--- src/rtl/adc_capture_pkg.sv ---
// Shared types and constants for the ADC capture block: FSM encoding, data width
// and the slope-crossing test used by the trigger.
package adc_capture_pkg;

  localparam int ADC_W = 8;

  typedef enum logic [2:0] {
    ST_IDLE    = 3'd0,
    ST_PREFILL = 3'd1,
    ST_ARMED   = 3'd2,
    ST_POST    = 3'd3,
    ST_DONE    = 3'd4
  } cap_state_e;

  function automatic logic crossed(input logic [ADC_W-1:0] prev,
                                   input logic [ADC_W-1:0] cur,
                                   input logic [ADC_W-1:0] lvl,
                                   input logic             falling);
    if (falling) return (prev >= lvl) && (cur < lvl);
    else         return (prev < lvl) && (cur >= lvl);
  endfunction

endpackage

--- src/rtl/adc_capture_if.sv ---
// ADC pin bus plus host control/readout port of adc_capture. The master is the
// host/board side, the slave is the capture block.
interface adc_capture_if #(parameter int AddrBits = 8);
  import adc_capture_pkg::*;

  logic [ADC_W-1:0]    adc_d;
  logic                adc_c;
  logic                arm;
  logic                force_trig;
  logic [ADC_W-1:0]    trig_level;
  logic                trig_falling;
  logic                busy;
  logic                done;
  logic [AddrBits-1:0] rd_addr;
  logic [ADC_W-1:0]    rd_data;

  modport master (
    output adc_d, arm, force_trig, trig_level, trig_falling, rd_addr,
    input  adc_c, busy, done, rd_data
  );

  modport slave (
    input  adc_d, arm, force_trig, trig_level, trig_falling, rd_addr,
    output adc_c, busy, done, rd_data
  );

endinterface

--- src/rtl/adc_capture_sample_ram.sv ---
// Simple dual-port sample buffer: one write port, one registered read port,
// shaped so synthesis maps it onto block RAM.
module sample_ram #(
  parameter int AddrBits = 8,
  parameter int Width    = 8
) (
  input  logic                clk,
  input  logic                rst_i,
  input  logic                we_i,
  input  logic [AddrBits-1:0] waddr_i,
  input  logic [Width-1:0]    wdata_i,
  input  logic [AddrBits-1:0] raddr_i,
  output logic [Width-1:0]    rdata_o
);

  logic [Width-1:0] mem_q [2**AddrBits];
  logic [Width-1:0] rdata_q;

  always_ff @(posedge clk) begin
    if (we_i) mem_q[waddr_i] <= wdata_i;
  end

  // Only the output register is reset; the array itself keeps stale contents.
  always_ff @(posedge clk) begin
    if (rst_i) rdata_q <= '0;
    else       rdata_q <= mem_q[raddr_i];
  end

  assign rdata_o = rdata_q;

endmodule

--- src/rtl/adc_capture.sv ---
// Parallel-ADC capture: sample clock divider, level/slope trigger and a
// pre/post-trigger window stored in a ring buffer, read back oldest-first.
module adc_capture
  import adc_capture_pkg::*;
#(
  parameter int ClkDiv   = 2,
  parameter int AddrBits = 8,
  parameter int PreTrig  = 64
) (
  input  logic           clk,
  input  logic           sync_reset,
  adc_capture_if.slave   bus
);

  localparam int Depth = 2**AddrBits;
  localparam int PostN = Depth - PreTrig;
  localparam int DivW  = $clog2(ClkDiv);
  localparam logic [DivW-1:0]     DivLast  = DivW'(ClkDiv - 1);
  localparam logic [DivW-1:0]     DivHalf  = DivW'(ClkDiv / 2);
  localparam logic [AddrBits-1:0] PreLast  = AddrBits'(PreTrig - 1);
  localparam logic [AddrBits:0]   PostLast = (AddrBits+1)'(PostN - 1);

  logic [DivW-1:0]     div_q;
  logic                adc_c_q;
  logic                samp_stb;
  cap_state_e          state_q;
  logic                busy_q, done_q;
  logic [AddrBits-1:0] pre_cnt_q;
  logic [AddrBits:0]   post_cnt_q;
  logic                prev_vld_q;
  logic                force_q;
  logic [AddrBits-1:0] wptr_q, start_ptr_q;
  logic [ADC_W-1:0]    cur_q, prev_q;
  logic                wr_en, trig_hit;
  logic [AddrBits-1:0] raddr;
  logic [ADC_W-1:0]    rdata;

  // adc_c lags the count by one clk so it is a clean register output; the
  // strobe lines up with the edge on which adc_c drops.
  always_ff @(posedge clk) begin
    if (sync_reset) begin
      div_q   <= '0;
      adc_c_q <= 1'b0;
    end else begin
      div_q   <= (div_q == DivLast) ? '0 : div_q + 1'b1;
      adc_c_q <= (div_q < DivHalf);
    end
  end

  assign samp_stb = (div_q == DivHalf);
  assign wr_en    = samp_stb && (state_q inside {ST_PREFILL, ST_ARMED, ST_POST});

  // The sample being captured this strobe is adc_d; the one before it is cur_q.
  assign trig_hit = samp_stb &&
                    ((prev_vld_q && crossed(cur_q, bus.adc_d, bus.trig_level, bus.trig_falling)) ||
                     force_q || bus.force_trig);

  always_ff @(posedge clk) begin
    if (sync_reset) begin
      state_q     <= ST_IDLE;
      busy_q      <= 1'b0;
      done_q      <= 1'b0;
      pre_cnt_q   <= '0;
      post_cnt_q  <= '0;
      prev_vld_q  <= 1'b0;
      force_q     <= 1'b0;
      wptr_q      <= '0;
      start_ptr_q <= '0;
      cur_q       <= '0;
      prev_q      <= '0;
    end else begin
      if (samp_stb) begin
        cur_q  <= bus.adc_d;
        prev_q <= cur_q;
      end
      if (wr_en) wptr_q <= wptr_q + 1'b1;
      force_q <= (state_q == ST_ARMED) && !samp_stb && (force_q || bus.force_trig);

      unique case (state_q)
        ST_IDLE, ST_DONE: begin
          if (bus.arm) begin
            state_q    <= (PreTrig == 0) ? ST_ARMED : ST_PREFILL;
            pre_cnt_q  <= '0;
            prev_vld_q <= 1'b0;
            busy_q     <= 1'b1;
            done_q     <= 1'b0;
          end
        end
        ST_PREFILL: begin
          if (samp_stb) begin
            prev_vld_q <= 1'b1;
            pre_cnt_q  <= pre_cnt_q + 1'b1;
            if (pre_cnt_q == PreLast) state_q <= ST_ARMED;
          end
        end
        ST_ARMED: begin
          if (samp_stb) begin
            prev_vld_q <= 1'b1;
            if (trig_hit) begin
              post_cnt_q <= (AddrBits+1)'(1);
              if (PostN == 1) begin
                state_q     <= ST_DONE;
                busy_q      <= 1'b0;
                done_q      <= 1'b1;
                start_ptr_q <= wptr_q + 1'b1;
              end else begin
                state_q <= ST_POST;
              end
            end
          end
        end
        ST_POST: begin
          if (samp_stb) begin
            post_cnt_q <= post_cnt_q + 1'b1;
            if (post_cnt_q == PostLast) begin
              state_q     <= ST_DONE;
              busy_q      <= 1'b0;
              done_q      <= 1'b1;
              start_ptr_q <= wptr_q + 1'b1;
            end
          end
        end
        default: begin
          state_q <= ST_IDLE;
          busy_q  <= 1'b0;
          done_q  <= 1'b0;
        end
      endcase
    end
  end

  assign raddr = start_ptr_q + bus.rd_addr;

  sample_ram #(
    .AddrBits (AddrBits),
    .Width    (ADC_W)
  ) u_ram (
    .clk     (clk),
    .rst_i   (sync_reset),
    .we_i    (wr_en),
    .waddr_i (wptr_q),
    .wdata_i (bus.adc_d),
    .raddr_i (raddr),
    .rdata_o (rdata)
  );

  assign bus.adc_c   = adc_c_q;
  assign bus.busy    = busy_q;
  assign bus.done    = done_q;
  assign bus.rd_data = rdata;

endmodule
--- src/flat_wrapper.sv ---
// flat-port wrapper written by rule: the top's interface ports become plain ports
module adc_capture_flat import adc_capture_pkg::*;
#(
  parameter int ClkDiv   = 2,
  parameter int AddrBits = 8,
  parameter int PreTrig  = 64
)
  (clk, sync_reset, bus_adc_d, bus_arm, bus_force_trig, bus_trig_level, bus_trig_falling, bus_rd_addr, bus_adc_c, bus_busy, bus_done, bus_rd_data);
  adc_capture_if #(.AddrBits(AddrBits)) bus_i ();
  input  logic clk;
  input  logic sync_reset;
  input wire logic [$bits(bus_i.adc_d)-1:0] bus_adc_d;
  input wire logic [$bits(bus_i.arm)-1:0] bus_arm;
  input wire logic [$bits(bus_i.force_trig)-1:0] bus_force_trig;
  input wire logic [$bits(bus_i.trig_level)-1:0] bus_trig_level;
  input wire logic [$bits(bus_i.trig_falling)-1:0] bus_trig_falling;
  input wire logic [$bits(bus_i.rd_addr)-1:0] bus_rd_addr;
  output wire logic [$bits(bus_i.adc_c)-1:0] bus_adc_c;
  output wire logic [$bits(bus_i.busy)-1:0] bus_busy;
  output wire logic [$bits(bus_i.done)-1:0] bus_done;
  output wire logic [$bits(bus_i.rd_data)-1:0] bus_rd_data;
  assign bus_i.adc_d = bus_adc_d;
  assign bus_i.arm = bus_arm;
  assign bus_i.force_trig = bus_force_trig;
  assign bus_i.trig_level = bus_trig_level;
  assign bus_i.trig_falling = bus_trig_falling;
  assign bus_i.rd_addr = bus_rd_addr;
  assign bus_adc_c = bus_i.adc_c;
  assign bus_busy = bus_i.busy;
  assign bus_done = bus_i.done;
  assign bus_rd_data = bus_i.rd_data;
  adc_capture #(.ClkDiv(ClkDiv), .AddrBits(AddrBits), .PreTrig(PreTrig)) u_core (.clk(clk), .sync_reset(sync_reset), .bus(bus_i));
endmodule
--- config.mk ---
export PLATFORM = sky130hd
export DESIGN_NAME = adc_capture_flat
export DESIGN_NICKNAME = d
export VERILOG_FILES = /design/src/rtl/adc_capture_pkg.sv /design/src/rtl/adc_capture_if.sv /design/src/rtl/adc_capture_sample_ram.sv /design/src/rtl/adc_capture.sv /design/src/flat_wrapper.sv
export SDC_FILE = /design/constraint.sdc
export NUM_CORES = 2
export LEC_CHECK = 0
export CORE_MARGIN = 5
export CORE_UTILIZATION = 50
export DETAILED_ROUTE_END_ITERATION = 10
export PLACE_DENSITY_LB_ADDON = 0.2
export SETUP_SLACK_MARGIN = 0.1
export SLEW_MARGIN = 20
export SYNTH_ARGS = -nofsm -noshare
export SYNTH_HDL_FRONTEND = slang
export SYNTH_SLANG_ARGS = --single-unit
--- constraint.sdc ---
create_clock -name clk -period 4.5 [get_ports clk]
set_input_delay 0.45 -clock clk [delete_from_list [all_inputs] [get_ports clk]]
set_output_delay 0.45 -clock clk [all_outputs]
set_load 0.005 [all_outputs]
==> impl_metrics.yaml <==
sta:
  drv_slew: 0
  grt_setup_unrepaired: "no"
  worst_slew_pin_slew_ns: 1.13
  final.min_clock_period_ns: 4.00
  hold_violations: 0
  post-route-period-util: 0.889
  tns_ns: 0
  clock_skew_ns: 0.0431
  fmax_ghz: 0.250
  slew_headroom: 0.249
  setup_viol: 0
synth:
  synth.distinct_cells: 70
  ys_seq_area_frac: 0.758
  synth_area_mm2: 0.0827
  synthCells: 3976
  synth-main-ff-cell: "edfxtp_1"
  yosys-top-cells-area: "edfxtp_1 (74%), mux4_2 (15%), dfxtp_1 (1.4%)"
  synth_edf_count: 2048
  async_reset_ff_frac: 0
  ys_seq_elements: 2106
  synth_area_per_cell_um2: 20.8
  synth_nets: 4035
  synth_area_leader_cell: "edfxtp_1"
  synth_warnings: 0
  synth_top_area_share: 0.744
floorplan:
  die_x_um: 417
  design.core.area_mm2: 0.165
  num_rows: 149
  die_area_mm2: 0.174
  start_util: 0.502
  die_y_um: 417
  io_pins: 40
routing:
  num_vias: 40700
  first_pass_iters: 5
  wl_um: 202000
  drc_errors: 0
  m1WireLength_um: 83200
  wl_met3_um: 13900
  drt-initial-drc-count: 4550
  wl_per_cell_um: 30.5
  viasPerCell: 6.17
  route.top_layer_used: "met4"
  postRouteAntennaNets: 0
  wl_met2_um: 98800
clock_tree:
  cts_tree: "built"
  clk_pin_slew_worst_paths_ns: 0.06
  cts_resized: 0
  cts_sinks: 2106
  clk_latency_ns: 0.86
  post_cts_buffers: 0
  root_buffer: "clkbuf_16"
  numCtsBuffers: 210
  htree_num_levels: 4
  clk_path_buf_depth: 3
power_and_ir_drop:
  p_leak_uw: 0.0295
  finalPower_uw: 41100
  powerDensity_mw_per_mm2: 437
  vdd_ir_drop_max_uv: 431
layout:
  fin_util: 0.571
  syn_to_final_growth_pct: 13.7
  drive_above_1_share: 0.264
  final_cell_area_mm2: 0.0940
  fin_nets: 4295
worst_setup_path:
  slowest_stage: "fa_4"
  critPathArrivalTime_ns: 4.73
  endpoint_kind: "flop"
  setup.worst_path.start: "u_core.start_ptr_q[0]"
  cpPeakStageDelay_ns: 0.81
  cp.required_ns: 5.23
  critical_path_class: "flop to flop"
  start_kind: "flop"
  cp_cell_sequence: "ha_4 -> fa_4 -> buf_12 -> buf_12 -> buf_4 -> mux4_2 -> mux4_2 -> o21ai_0 -> o21ai_0 -> or4_1"
  r2r_start: "u_core.start_ptr_q[0]"
  path_max_fanout: 26
grt:
  grt_max_degree: 184
  antenna_found_initial: 2
  grt-ovfl-total: 0
  grt_usage: 0.233
  grt_pass1_wl_um: 294000
  grt_pass1_vias: 41300
placement:
  dp_hpwl_um: 124000
  dpl_cell_area_mm2: 0.0871
  portBuffers: 39
  place_congestion: 0.840
worst_hold_path:
  worstHoldStart: "bus_adc_d[1]"
  hp-class: "input pin to flop"
run_status:
  status: "complete, no violations"
job:
  maxCapViolCount: 0
[cell usage in the layout, fill, tap and decap left out, types with 20 or more instances in the layout]
cell type        instances
edfxtp_1              2048
mux4_2                 557
nor2_1                 308
nand2_1                230
clkbuf_16              210
buf_4                  180
mux2i_1                 66
dfxtp_1                 58
buf_12                  49
clkinv_2                47
clkinv_1                44
a32oi_1                 42
clkbuf_1                42
a21oi_1                 41
clkdlybuf4s50_1         30
ha_1                    28
nand4_1                 27
a211oi_1                26
and3_1                  25
nand3_1                 24
o21ai_0                 24
bufinv_16               20
[cell families after synthesis]
| logic type | count (synthesis) | synth area share |
|---|---|---|
| compound gates | 239 | 0.0209 |
| simple gates | 700 | 0.0369 |
| xor+xnor | 25 | 0.00265 |
| mux | 635 | 0.161 |
| flops | 2106 | 0.758 |
| fa+ha+maj | 30 | 0.00463 |
| buf+inv | 241 | 0.0158 |
[flip-flops by register name (all words and copies together), names as in the netlist]
name / count
u_core.state_q: 3
u_core.pre_cnt_q: 8
u_core.bus.adc_c: 1
u_core.bus.busy: 1
u_core.u_ram.rdata_o: 8
u_core.post_cnt_q: 9
u_core.wptr_q: 8
u_core.start_ptr_q: 8
u_core.div_q: 1
u_core.force_q: 1
u_core.cur_q: 8
u_core.u_ram.mem_q: 2048
u_core.bus.done: 1
u_core.prev_vld_q: 1
[repair_timing]
action,in CTS,in global routing
setup endpoints to repair,0,0
hold endpoints to repair,142,0
hold buffers,6,0
[worst max-delay path: cells and delay by family (launching register included)]
family                     cells  cell delay [ns]
buffers and inverters          3             0.69
muxes                          2             0.87
and+or+nand+nor                1             0.47
adders and majority gates      2             0.98
AOI/OAI and AO/OA              2             0.50
DFF                            1             0.33
[per-stage QoR]
stage | std cells | setup WS [ns] | hold slack (ns)
global route | 6604 | 0.414 | 0.0485
detailed placement | 6207 | -0.143 | 0.457
global placement | 6207 | -0.169 | 0.449
finish | 6605 | 0.501 | 0.0587
floorplan | 3976 | 0.988 | 0.453
CTS | 6604 | 0.492 | 0.0192
[synthesized netlist by cell type, drive strengths merged, types with 7 or more instances]
master	number
edfxtp	2048
mux4	557
nor2	313
nand2	233
buf	158
clkbuf	69
mux2i	66
dfxtp	58
a32oi	42
a21oi	41
nand3	40
o21ai	35
ha	29
a211oi	27
nand4	27
and3	25
xor2	17
o211ai	16
o2111ai	15
a31o	14
inv	14
nor2b	14
mux2	12
o22ai	11
or3	9
or4	9
o22a	8
xnor2	8
a21boi	7
[layout make-up]
type                       instances  area, um^2
fill                           12100       70600
sequential                      2106       62700
multi-input combinational       1629       18900
clock buffer                     255        5450
timing repair buffer             275        2830
tap                             2189        2740
clock inverter                   136        1420
inverter                          14        52.6
antenna                            1        2.50
[path summary, 6_finish.rpt]
check / endpoint / slack [ns] / cells after the start
hold / removal: u_core.u_ram.mem_q[59][1] / 0.06 / 1
setup reg to reg: u_core.u_ram.rdata_o[7] / 0.50 / 10
hold reg to reg: u_core.bus.busy / 0.46 / 2
setup / recovery: u_core.u_ram.rdata_o[7] / 0.50 / 10
[power by group]
group / internal [uW] / total [uW] / switching (uW) / leakage (uW)
combinational: 856 / 2120 / 1260 / 0.00730
clock: 9840 / 17400 / 7530 / 0.00336
sequential: 21500 / 21600 / 48.0 / 0.0189
[layer usage]
layer  up-vias  global-route usage
li1      17000                   -
met1     21900               0.335
met2      1589               0.374
met3       284              0.0398
met4         0              0.0668
met5         -                   0
Power figures use the tool's default switching activity.
